`src/rtl/normalization_sequencer_pkg.sv`:
```
// Shared types and default widths for the normalization sequencer.
// Pulled in by the sequencer, its interface and its testbench.
package norm_seq_pkg;

    localparam int ADDR_WIDTH_DEF  = 8;
    localparam int SHIFT_WIDTH_DEF = 8;

    typedef enum logic [2:0] {
        IDLE    = 3'd0,
        RD      = 3'd1,
        WAIT_RD = 3'd2,
        WR      = 3'd3,
        DONE    = 3'd4
    } state_t;

endpackage

```
`src/rtl/normalization_sequencer_if.sv`:
```
// Layer-controller, accumulator-read and output-write signals of the sequencer.
// The master side drives the requests; the sequencer sits on the slave side.
interface normalization_sequencer_if #(
    parameter int ADDR_WIDTH  = norm_seq_pkg::ADDR_WIDTH_DEF,
    parameter int SHIFT_WIDTH = norm_seq_pkg::SHIFT_WIDTH_DEF
);
    logic                   Start;
    logic                   Abort;
    logic [SHIFT_WIDTH-1:0] ShiftIn;
    logic [ADDR_WIDTH:0]    RowCount;
    logic [ADDR_WIDTH-1:0]  RdBase;
    logic [ADDR_WIDTH-1:0]  WrBase;
    logic [SHIFT_WIDTH-1:0] ShiftAmmount;
    logic                   AccRdEn;
    logic [ADDR_WIDTH-1:0]  AccRdAddr;
    logic                   AccRdValid;
    logic                   OutValid;
    logic [ADDR_WIDTH-1:0]  OutAddr;
    logic                   OutReady;
    logic                   Busy;
    logic                   Done;

    modport master (
        output Start, Abort, ShiftIn, RowCount, RdBase, WrBase, AccRdValid, OutReady,
        input  ShiftAmmount, AccRdEn, AccRdAddr, OutValid, OutAddr, Busy, Done
    );

    modport slave (
        input  Start, Abort, ShiftIn, RowCount, RdBase, WrBase, AccRdValid, OutReady,
        output ShiftAmmount, AccRdEn, AccRdAddr, OutValid, OutAddr, Busy, Done
    );

endinterface

```
`src/rtl/normalization_sequencer.sv`:
```
// Drains one tile of accumulator rows through Normalization into the output buffer,
// one row at a time, with variable-latency reads and back-pressured writes.
//
// state   | meaning
// IDLE    | waiting for Start; config latched when a Start is accepted
// RD      | one-cycle accumulator read request for row idx
// WAIT_RD | waiting for AccRdValid
// WR      | OutValid held with OutAddr until OutReady
// DONE    | one-cycle Done pulse, then back to IDLE
module normalization_sequencer
    import norm_seq_pkg::*;
#(
    parameter int ADDR_WIDTH  = ADDR_WIDTH_DEF,
    parameter int SHIFT_WIDTH = SHIFT_WIDTH_DEF
) (
    input logic                      Clk,
    input logic                      Rst_n,
    normalization_sequencer_if.slave bus
);

    state_t                 state;
    logic [ADDR_WIDTH:0]    idx;
    logic [ADDR_WIDTH:0]    row_count;
    logic [ADDR_WIDTH-1:0]  rd_base;
    logic [ADDR_WIDTH-1:0]  wr_base;

    logic [SHIFT_WIDTH-1:0] shift_q;
    logic                   acc_rd_en;
    logic [ADDR_WIDTH-1:0]  acc_rd_addr;
    logic                   out_valid;
    logic [ADDR_WIDTH-1:0]  out_addr;
    logic                   busy;
    logic                   done;

    // idx is one bit wider than the address so a full 2^ADDR_WIDTH-row tile terminates.
    logic [ADDR_WIDTH:0]    idx_inc;
    logic                   last_row;

    assign idx_inc  = idx + 1'b1;
    assign last_row = (idx_inc == row_count);

    always_ff @(posedge Clk or negedge Rst_n) begin
        if (!Rst_n) begin
            state       <= IDLE;
            idx         <= '0;
            row_count   <= '0;
            rd_base     <= '0;
            wr_base     <= '0;
            shift_q     <= '0;
            acc_rd_en   <= 1'b0;
            acc_rd_addr <= '0;
            out_valid   <= 1'b0;
            out_addr    <= '0;
            busy        <= 1'b0;
            done        <= 1'b0;
        end else begin
            acc_rd_en <= 1'b0;
            done      <= 1'b0;

            // Abort drops the row in flight without a write handshake; the shift stays latched.
            if (bus.Abort) begin
                state     <= IDLE;
                out_valid <= 1'b0;
                busy      <= 1'b0;
            end else begin
                case (state)
                    IDLE: begin
                        if (bus.Start) begin
                            shift_q   <= bus.ShiftIn;
                            row_count <= bus.RowCount;
                            rd_base   <= bus.RdBase;
                            wr_base   <= bus.WrBase;
                            idx       <= '0;
                            if (bus.RowCount == '0) begin
                                state <= DONE;
                                done  <= 1'b1;
                            end else begin
                                state       <= RD;
                                acc_rd_en   <= 1'b1;
                                acc_rd_addr <= bus.RdBase;
                                busy        <= 1'b1;
                            end
                        end
                    end
                    RD: begin
                        state <= WAIT_RD;
                    end
                    WAIT_RD: begin
                        if (bus.AccRdValid) begin
                            state     <= WR;
                            out_valid <= 1'b1;
                            out_addr  <= wr_base + idx[ADDR_WIDTH-1:0];
                        end
                    end
                    WR: begin
                        if (bus.OutReady) begin
                            out_valid <= 1'b0;
                            if (last_row) begin
                                state <= DONE;
                                done  <= 1'b1;
                                busy  <= 1'b0;
                            end else begin
                                state       <= RD;
                                idx         <= idx_inc;
                                acc_rd_en   <= 1'b1;
                                acc_rd_addr <= rd_base + idx_inc[ADDR_WIDTH-1:0];
                            end
                        end
                    end
                    DONE: begin
                        state <= IDLE;
                    end
                    default: begin
                        state     <= IDLE;
                        out_valid <= 1'b0;
                        busy      <= 1'b0;
                    end
                endcase
            end
        end
    end

    assign bus.ShiftAmmount = shift_q;
    assign bus.AccRdEn      = acc_rd_en;
    assign bus.AccRdAddr    = acc_rd_addr;
    assign bus.OutValid     = out_valid;
    assign bus.OutAddr      = out_addr;
    assign bus.Busy         = busy;
    assign bus.Done         = done;

endmodule

```
`src/flat_wrapper.sv`:
```
// flat-port wrapper written by rule: the top's interface ports become plain ports
module normalization_sequencer_flat import norm_seq_pkg::*;
#(
    parameter int ADDR_WIDTH  = ADDR_WIDTH_DEF,
    parameter int SHIFT_WIDTH = SHIFT_WIDTH_DEF
)
  (Clk, Rst_n, bus_Start, bus_Abort, bus_ShiftIn, bus_RowCount, bus_RdBase, bus_WrBase, bus_AccRdValid, bus_OutReady, bus_ShiftAmmount, bus_AccRdEn, bus_AccRdAddr, bus_OutValid, bus_OutAddr, bus_Busy, bus_Done);
  normalization_sequencer_if #(.ADDR_WIDTH(ADDR_WIDTH), .SHIFT_WIDTH(SHIFT_WIDTH)) bus_i ();
  input logic Clk;
  input logic Rst_n;
  input wire logic [$bits(bus_i.Start)-1:0] bus_Start;
  input wire logic [$bits(bus_i.Abort)-1:0] bus_Abort;
  input wire logic [$bits(bus_i.ShiftIn)-1:0] bus_ShiftIn;
  input wire logic [$bits(bus_i.RowCount)-1:0] bus_RowCount;
  input wire logic [$bits(bus_i.RdBase)-1:0] bus_RdBase;
  input wire logic [$bits(bus_i.WrBase)-1:0] bus_WrBase;
  input wire logic [$bits(bus_i.AccRdValid)-1:0] bus_AccRdValid;
  input wire logic [$bits(bus_i.OutReady)-1:0] bus_OutReady;
  output wire logic [$bits(bus_i.ShiftAmmount)-1:0] bus_ShiftAmmount;
  output wire logic [$bits(bus_i.AccRdEn)-1:0] bus_AccRdEn;
  output wire logic [$bits(bus_i.AccRdAddr)-1:0] bus_AccRdAddr;
  output wire logic [$bits(bus_i.OutValid)-1:0] bus_OutValid;
  output wire logic [$bits(bus_i.OutAddr)-1:0] bus_OutAddr;
  output wire logic [$bits(bus_i.Busy)-1:0] bus_Busy;
  output wire logic [$bits(bus_i.Done)-1:0] bus_Done;
  assign bus_i.Start = bus_Start;
  assign bus_i.Abort = bus_Abort;
  assign bus_i.ShiftIn = bus_ShiftIn;
  assign bus_i.RowCount = bus_RowCount;
  assign bus_i.RdBase = bus_RdBase;
  assign bus_i.WrBase = bus_WrBase;
  assign bus_i.AccRdValid = bus_AccRdValid;
  assign bus_i.OutReady = bus_OutReady;
  assign bus_ShiftAmmount = bus_i.ShiftAmmount;
  assign bus_AccRdEn = bus_i.AccRdEn;
  assign bus_AccRdAddr = bus_i.AccRdAddr;
  assign bus_OutValid = bus_i.OutValid;
  assign bus_OutAddr = bus_i.OutAddr;
  assign bus_Busy = bus_i.Busy;
  assign bus_Done = bus_i.Done;
  normalization_sequencer #(.ADDR_WIDTH(ADDR_WIDTH), .SHIFT_WIDTH(SHIFT_WIDTH)) u_core (.Clk(Clk), .Rst_n(Rst_n), .bus(bus_i));
endmodule
```
`config.mk`:
```
export PLATFORM = sky130hd
export DESIGN_NAME = normalization_sequencer_flat
export DESIGN_NICKNAME = d
export VERILOG_FILES = /design/src/rtl/normalization_sequencer_pkg.sv /design/src/rtl/normalization_sequencer_if.sv /design/src/rtl/normalization_sequencer.sv /design/src/flat_wrapper.sv
export SDC_FILE = /design/constraint.sdc
export NUM_CORES = 1
export LEC_CHECK = 0
export ABC_CLOCK_PERIOD_IN_PS = 2500
export CAP_MARGIN = 20
export CORE_UTILIZATION = 57
export DETAILED_ROUTE_END_ITERATION = 6
export DONT_BUFFER_PORTS = 1
export GPL_ROUTABILITY_DRIVEN = 0
export PLACE_DENSITY = 0.76
export SLEW_MARGIN = 15
export SYNTH_ARGS = -nofsm -noshare
export SYNTH_HDL_FRONTEND = slang
export SYNTH_SLANG_ARGS = --single-unit
```
`constraint.sdc`:
```
create_clock -name Clk -period 2.5 [get_ports Clk]
set_input_delay 0 -clock Clk [delete_from_list [all_inputs] [get_ports Clk]]
set_output_delay 0 -clock Clk [all_outputs]
set_load 0.02 [all_outputs]
```
==> flow_summary.json, run 1 <==
{
  "outcome": "finished with violations",
  "violations": "hold timing, setup timing",
  "clock-sinks": 65,
  "cts_made_buffers": 9,
  "portBuffers": 0,
  "r2r_cells": 10,
  "synth_top_area_share_pct": 44.3,
  "multi_input_area_sq_um": 2100,
  "endpoint_kind": "flip-flop",
  "hold_viol": 1,
  "drv_slew": 0,
  "crit_chain": "ha_4 -> nand3_4 -> nor3_4 -> xnor2_2 -> buf_4 -> a211oi_2 -> a211o_1 -> a21oi_4 -> buf_12 -> mux2_4",
  "grt.overflow.total": 0,
  "finalCriticalPeriod_ps": 2550,
  "synthCells": 329,
  "slew_headroom_pct": 54.4,
  "drive_gt1_share_pct": 31.3,
  "netlist_area_sq_um": 3670,
  "ys_ff_latch": 65,
  "grt.total_usage_pct": 28.2,
  "num-fill-cells": 338,
  "worstPathMaxFanout": 9,
  "wire_per_inst_um": 20.1,
  "finalCritPeriodShare_pct": 102,
  "powerDensity_nw_per_um2": 849,
  "maxCapViolCount": 0,
  "grt_setup_unrepaired": "yes",
  "dr.pass1.iters": 5,
  "num_rows": 28,
  "ant_nets": 0,
  "grt_pass1_vias": 2929,
  "worstHoldPathType": "in2reg",
  "critical_path.top_delay_family": "compound AO/OA/AOI/OAI gates",
  "vias": 3005,
  "synth_area_leaders": "dfrtp_1, mux2_2, ha_1",
  "fin_skew_ps": 11.2,
  "setup_viol": 13,
  "clk_pin_slew_ps": 70,
  "timing.setup.tns_ps": -506,
  "cts-root-buf": "clkbuf_8",
  "reg2reg_from": "u_core.idx[0]$_DFFE_PN0P_",
  "grt_max_degree": 66,
  "timing.rr.end": "u_core.bus.AccRdAddr[1]$_DFFE_PN0P_",
  "hold_path_startpoint": "bus_OutReady",
  "final_common_cell": "dfrtp_1",
  "tightest_slew_ps": 678,
  "fmax_ghz": 0.392,
  "clk_latency_ps": 350,
  "yosys.area.top_type": "dfrtp_1",
  "final.setup.worst_slack_ps": -50.5,
  "coreArea_sq_um": 6060,
  "holdPathStages": 3,
  "r2r_slack_ps": -50,
  "drt-initial-drc-count": 223,
  "hold_ws_ps": -4.56,
  "drc_errors": 0,
  "wl_um": 9600,
  "critical_path_class": "reg2reg",
  "ys_dominant_reg_cell": "dfrtp_1",
  "ys_seq_area_share_pct": 44.3,
  "syn_nets": 385,
  "critPathLaunchType": "flip-flop",
  "dp.final_hpwl_um": 5560,
  "dieArea_sq_um": 6770,
  "mostFrequentLayoutCells": "dfrtp_1, dlygate4sd3_1, mux2_2",
  "critPathBufInv": 2,
  "peakVddDrop_uv": 605,
  "via_per_inst": 6.30,
  "ios": 67,
  "hold_path_end": "u_core.idx[3]$_DFFE_PN0P_",
  "die_h_um": 82.3,
  "fin_nets": 453,
  "syn_avg_cell_area_sq_um": 11.2,
  "synth_edf_count": 0,
  "regArea_sq_um": 1630,
  "die_w_um": 82.3,
  "cts_max_level": 3,
  "grt_first_pass_wirelength_um": 13800,
  "antenna_found_initial": 0,
  "slowest_delay_ps": 430,
  "clk_path_buf_depth": 2,
  "ys_warn_count": 0,
  "cts_tree": "done",
  "n_antenna_cell": 0,
  "syn2layout_area_growth_pct": 30.6,
  "start_util_pct": 60.6,
  "critPathArrivalTime_ps": 2780,
  "p_leak_nw": 2.15,
  "crit_path_top_delay_cell": "dfrtp_2",
  "synthArstFlopShare_pct": 100,
  "synth.distinct_cells": 53,
  "cp_data_required_time_ps": 2730,
  "power_mw": 4.07
}
[report_power, final]
part	switching, mW	internal (mW)
logic	0.538	0.678
registers	0.488	1.38
clock network	0.405	0.587
[worst min-delay path: stages]
cell      delay, ps
a21oi_1         110
o311ai_1        140
o41ai_2          60
[per-stage QoR]
| stage | cells | setup WS, ps | util, % | instance area [sq um] |
|---|---|---|---|---|
| 3_3_place_gp | 412 | -98.1 | 63.4 | 3840 |
| 5_1_grt | 477 | -128 | 79.1 | 4800 |
| 2_1_floorplan | 329 | 16.4 | - | 3690 |
| 6_report | 477 | -50.5 | 79.1 | 4800 |
| 4_1_cts | 473 | 0.437 | 75.5 | 4570 |
| 3_5_place_dp | 412 | -123 | 63.4 | 3840 |
[repair_timing]
item                                    4_1_cts  5_1_grt
pin swaps                                     4        9
hold endpoints to repair                    119        9
hold buffers                                 42        1
gates resized for setup                       6       35
buffers inserted                              3        4
endpoints found under the setup margin       16       22
[sequential cells by signal (all words and copies together), names as in the netlist, 3 cells and up]
signal / flops
u_core.rd_base: 8
u_core.state: 3
u_core.row_count: 9
u_core.bus.OutAddr: 8
u_core.bus.ShiftAmmount: 8
u_core.idx: 9
u_core.bus.AccRdAddr: 8
u_core.wr_base: 8
[logic make-up after synthesis]
kind of cell | share of synthesized area [%]
adders and majority gates | 6.20
buffers and inverters | 4.70
and+or+nand+nor | 10.7
AOI/OAI and AO/OA | 11.8
xor gates and xnor gates | 7.05
DFF | 44.3
muxes | 15.3
[Yosys cell counts (3+ instances only)]
cell type  count
a21oi_1       11
mux2i_1        3
clkbuf_1       9
mux2_2        34
a21o_1         4
nor2b_1        5
nor3_1         4
xnor2_1       13
inv_1         13
nand2b_1       4
dfrtp_1       65
o41ai_1        4
mux2_4        10
o21ai_0       19
nor4_1         4
ha_1          15
xor2_1        14
nor2_1        18
nand3_1        3
nand2_1       28
o311ai_0       5
[how the worst max path moves through the flow]
| stage | from | to | slack [ps] | cells after the start |
|---|---|---|---|---|
| after global placement | u_core.idx[2]$_DFFE_PN0P_ | u_core.idx[1]$_DFFE_PN0P_ | -100 | 10 |
| final | u_core.idx[0]$_DFFE_PN0P_ | u_core.bus.AccRdAddr[1]$_DFFE_PN0P_ | -50 | 10 |
| after CTS | u_core.idx[0]$_DFFE_PN0P_ | u_core.bus.AccRdAddr[7]$_DFFE_PN0P_ | 0.4 | 9 |
| after global routing | u_core.idx[0]$_DFFE_PN0P_ | u_core.idx[7]$_DFFE_PN0P_ | -130 | 10 |
| after floorplan | u_core.idx[0]$_DFFE_PN0P_ | u_core.bus.AccRdAddr[0]$_DFFE_PN0P_ | 20 | 8 |
| after detailed placement | u_core.idx[0]$_DFFE_PN0P_ | u_core.idx[5]$_DFFE_PN0P_ | -120 | 10 |
[metal layers]
layer	vias to the layer above	global-route usage, %	routed length, um
met2	169	48.9	4780
met1	1476	32.3	3710
met4	0	11.2	351
met5	-	0	0
met3	46	8.68	764
li1	1314	-	-
[area by class of cell]
cell class              instances  share of cell area, %
clock buffers                  11                   2.95
inverters                      13                   1.02
well taps                      75                   1.96
repair buffers                 74                   14.6
clock inverters                 5                   1.64
multi-input cells             234                   43.9
flip-flops and latches         65                   34.0
Power figures use the tool's default switching activity.
==> run 2: changes to the inputs <==
--- a/config.mk
+++ b/config.mk
@@ -5,13 +5,13 @@
 export SDC_FILE = /design/constraint.sdc
 export NUM_CORES = 1
 export LEC_CHECK = 0
-export ABC_CLOCK_PERIOD_IN_PS = 2500
+export ABC_CLOCK_PERIOD_IN_PS = 3300
 export CAP_MARGIN = 20
-export CORE_UTILIZATION = 57
+export CORE_UTILIZATION = 68
 export DETAILED_ROUTE_END_ITERATION = 6
 export DONT_BUFFER_PORTS = 1
 export GPL_ROUTABILITY_DRIVEN = 0
-export PLACE_DENSITY = 0.76
+export PLACE_DENSITY = 0.85
 export SLEW_MARGIN = 15
 export SYNTH_ARGS = -nofsm -noshare
 export SYNTH_HDL_FRONTEND = slang
==> constraint.sdc (replaced) <==
create_clock -name Clk -period 3.3 [get_ports Clk]
set_input_delay 0 -clock Clk [delete_from_list [all_inputs] [get_ports Clk]]
set_output_delay 0 -clock Clk [all_outputs]
set_load 0.02 [all_outputs]
==> flow_summary.json, run 2 (same netlist as run 1, synthesis figures left out) <==
{
  "cp_data_required_time_ps": 3580,
  "r2r_cells": 9,
  "tightest_slew_ps": 914,
  "ios": 67,
  "hold_ws_ps": 6.99,
  "die_w_um": 75.5,
  "grt_setup_unrepaired": "no",
  "cts_made_buffers": 9,
  "clk_latency_ps": 350,
  "fin_nets": 418,
  "mostFrequentLayoutCells": "dfrtp_1, dlygate4sd3_1, mux2_2",
  "r2r_slack_ps": 260,
  "fmax_ghz": 0.329,
  "wl_um": 7530,
  "critPathLaunchType": "flip-flop",
  "dp.final_hpwl_um": 5000,
  "finalCritPeriodShare_pct": 92.0,
  "final.setup.worst_slack_ps": 264,
  "final_common_cell": "dfrtp_1",
  "wire_per_inst_um": 17.2,
  "post_cts_buffers": 0,
  "clk_path_buf_depth": 2,
  "portBuffers": 0,
  "holdPathStages": 3,
  "post_cts_resized": 0,
  "dr.pass1.iters": 4,
  "coreArea_sq_um": 5140,
  "reg2reg_from": "u_core.idx[0]$_DFFE_PN0P_",
  "cts_max_level": 3,
  "num-fill-cells": 317,
  "drt-initial-drc-count": 143,
  "antenna_found_initial": 0,
  "drc_errors": 0,
  "setup_viol": 0,
  "power_mw": 2.76,
  "clk_pin_slew_ps": 70,
  "endpoint_kind": "flip-flop",
  "die_h_um": 75.5,
  "via_per_inst": 5.95,
  "top_regs": "u_core.idx: 9 flops, u_core.row_count: 9 flops",
  "worstHoldPathType": "in2reg",
  "vias": 2598,
  "pre_cts_ws_ps": 328,
  "fin_skew_ps": 15.1,
  "finalCriticalPeriod_ps": 3040,
  "ant_nets": 0,
  "design_area_sq_um": 4220,
  "start_util_pct": 71.5,
  "cts_hold_buffers": 39,
  "critical_path_class": "reg2reg",
  "maxCapViolCount": 0,
  "grt_first_pass_wirelength_um": 11800,
  "hold_viol": 0,
  "n_antenna_cell": 0,
  "timing.setup.tns_ps": 0,
  "p_leak_nw": 1.89,
  "syn2layout_area_growth_pct": 14.9,
  "clock-sinks": 65,
  "crit_start": "u_core.idx[0]$_DFFE_PN0P_",
  "num_rows": 26,
  "fin_util_pct": 82.1,
  "peakVddDrop_uv": 466,
  "drive_gt1_share_pct": 17.7,
  "endpoint": "u_core.state[2]$_DFFE_PN0P_",
  "dieArea_sq_um": 5700,
  "cts_tree": "done",
  "drv_slew": 0,
  "worstPathMaxFanout": 8,
  "cts-root-buf": "clkbuf_8",
  "grt_max_degree": 66,
  "dpl_cell_area_sq_um": 3640,
  "grt.total_usage_pct": 28.5,
  "powerDensity_nw_per_um2": 654,
  "grt.overflow.total": 0,
  "timing.rr.end": "u_core.state[2]$_DFFE_PN0P_",
  "fin_cells": 437,
  "grt_pass1_vias": 2558,
  "outcome": "finished clean",
  "critPathArrivalTime_ps": 3320,
  "dpl.cell_count": 382,
  "slew_headroom_pct": 39.0
}
[run 2: cell count changes in the layout (fill, tap and decap cells not counted), moves of 4 or more]
cell           before  now
xnor2_1             8   13
buf_4              28    0
dlygate4sd3_1      42   38
xnor2_2             4    0
[run 2: layer usage]
layer,GRT usage (%),vias to the layer above,share of wire [%]
met2,47.9,85,50
li1,-,1238,-
met5,0,-,0
met1,35.2,1266,44
met3,9.13,9,5.1
met4,9.05,0,1.3
[run 2: cell type report]
cell class              count  area, sq um  share of cell area [%]
repair buffers             39          408                    9.66
clock buffers              13          159                    3.76
well taps                  70         87.6                    2.07
flip-flops and latches     65         1630                    38.5
multi-input cells         234         1880                    44.5
inverters                  13         48.8                    1.16
clock inverters             3         15.0                   0.356
[run 2: where the power goes]
part	switching [mW]	total [mW]	leakage, nW	internal (mW)
clock network	0.293	0.604	0.0932	0.310
registers	0.358	1.40	0.801	1.04
logic	0.329	0.758	0.993	0.428
[run 2: worst max-delay path, cell delays in order (launching register included)]
cell and delay, ps:
dfrtp_1 480, ha_1 420, xor2_1 180, a211oi_1 180, o221ai_1 190, nor4_2 370, and2_1 320, a32oi_1 180
nor2_1 110, dlygate4sd3_1 550
[run 2: worst min-delay path by stage]
stage / startpoint / to / slack, ps
after floorplan: Rst_n / u_core.bus.AccRdAddr[0]$_DFFE_PN0P_ / -300
after global placement: Rst_n / u_core.bus.OutAddr[7]$_DFFE_PN0P_ / -290
after detailed placement: Rst_n / u_core.bus.OutAddr[7]$_DFFE_PN0P_ / -290
after CTS: bus_OutReady / u_core.idx[7]$_DFFE_PN0P_ / 0.1
after global routing: bus_OutReady / u_core.idx[7]$_DFFE_PN0P_ / 20
final: bus_OutReady / u_core.idx[7]$_DFFE_PN0P_ / 7
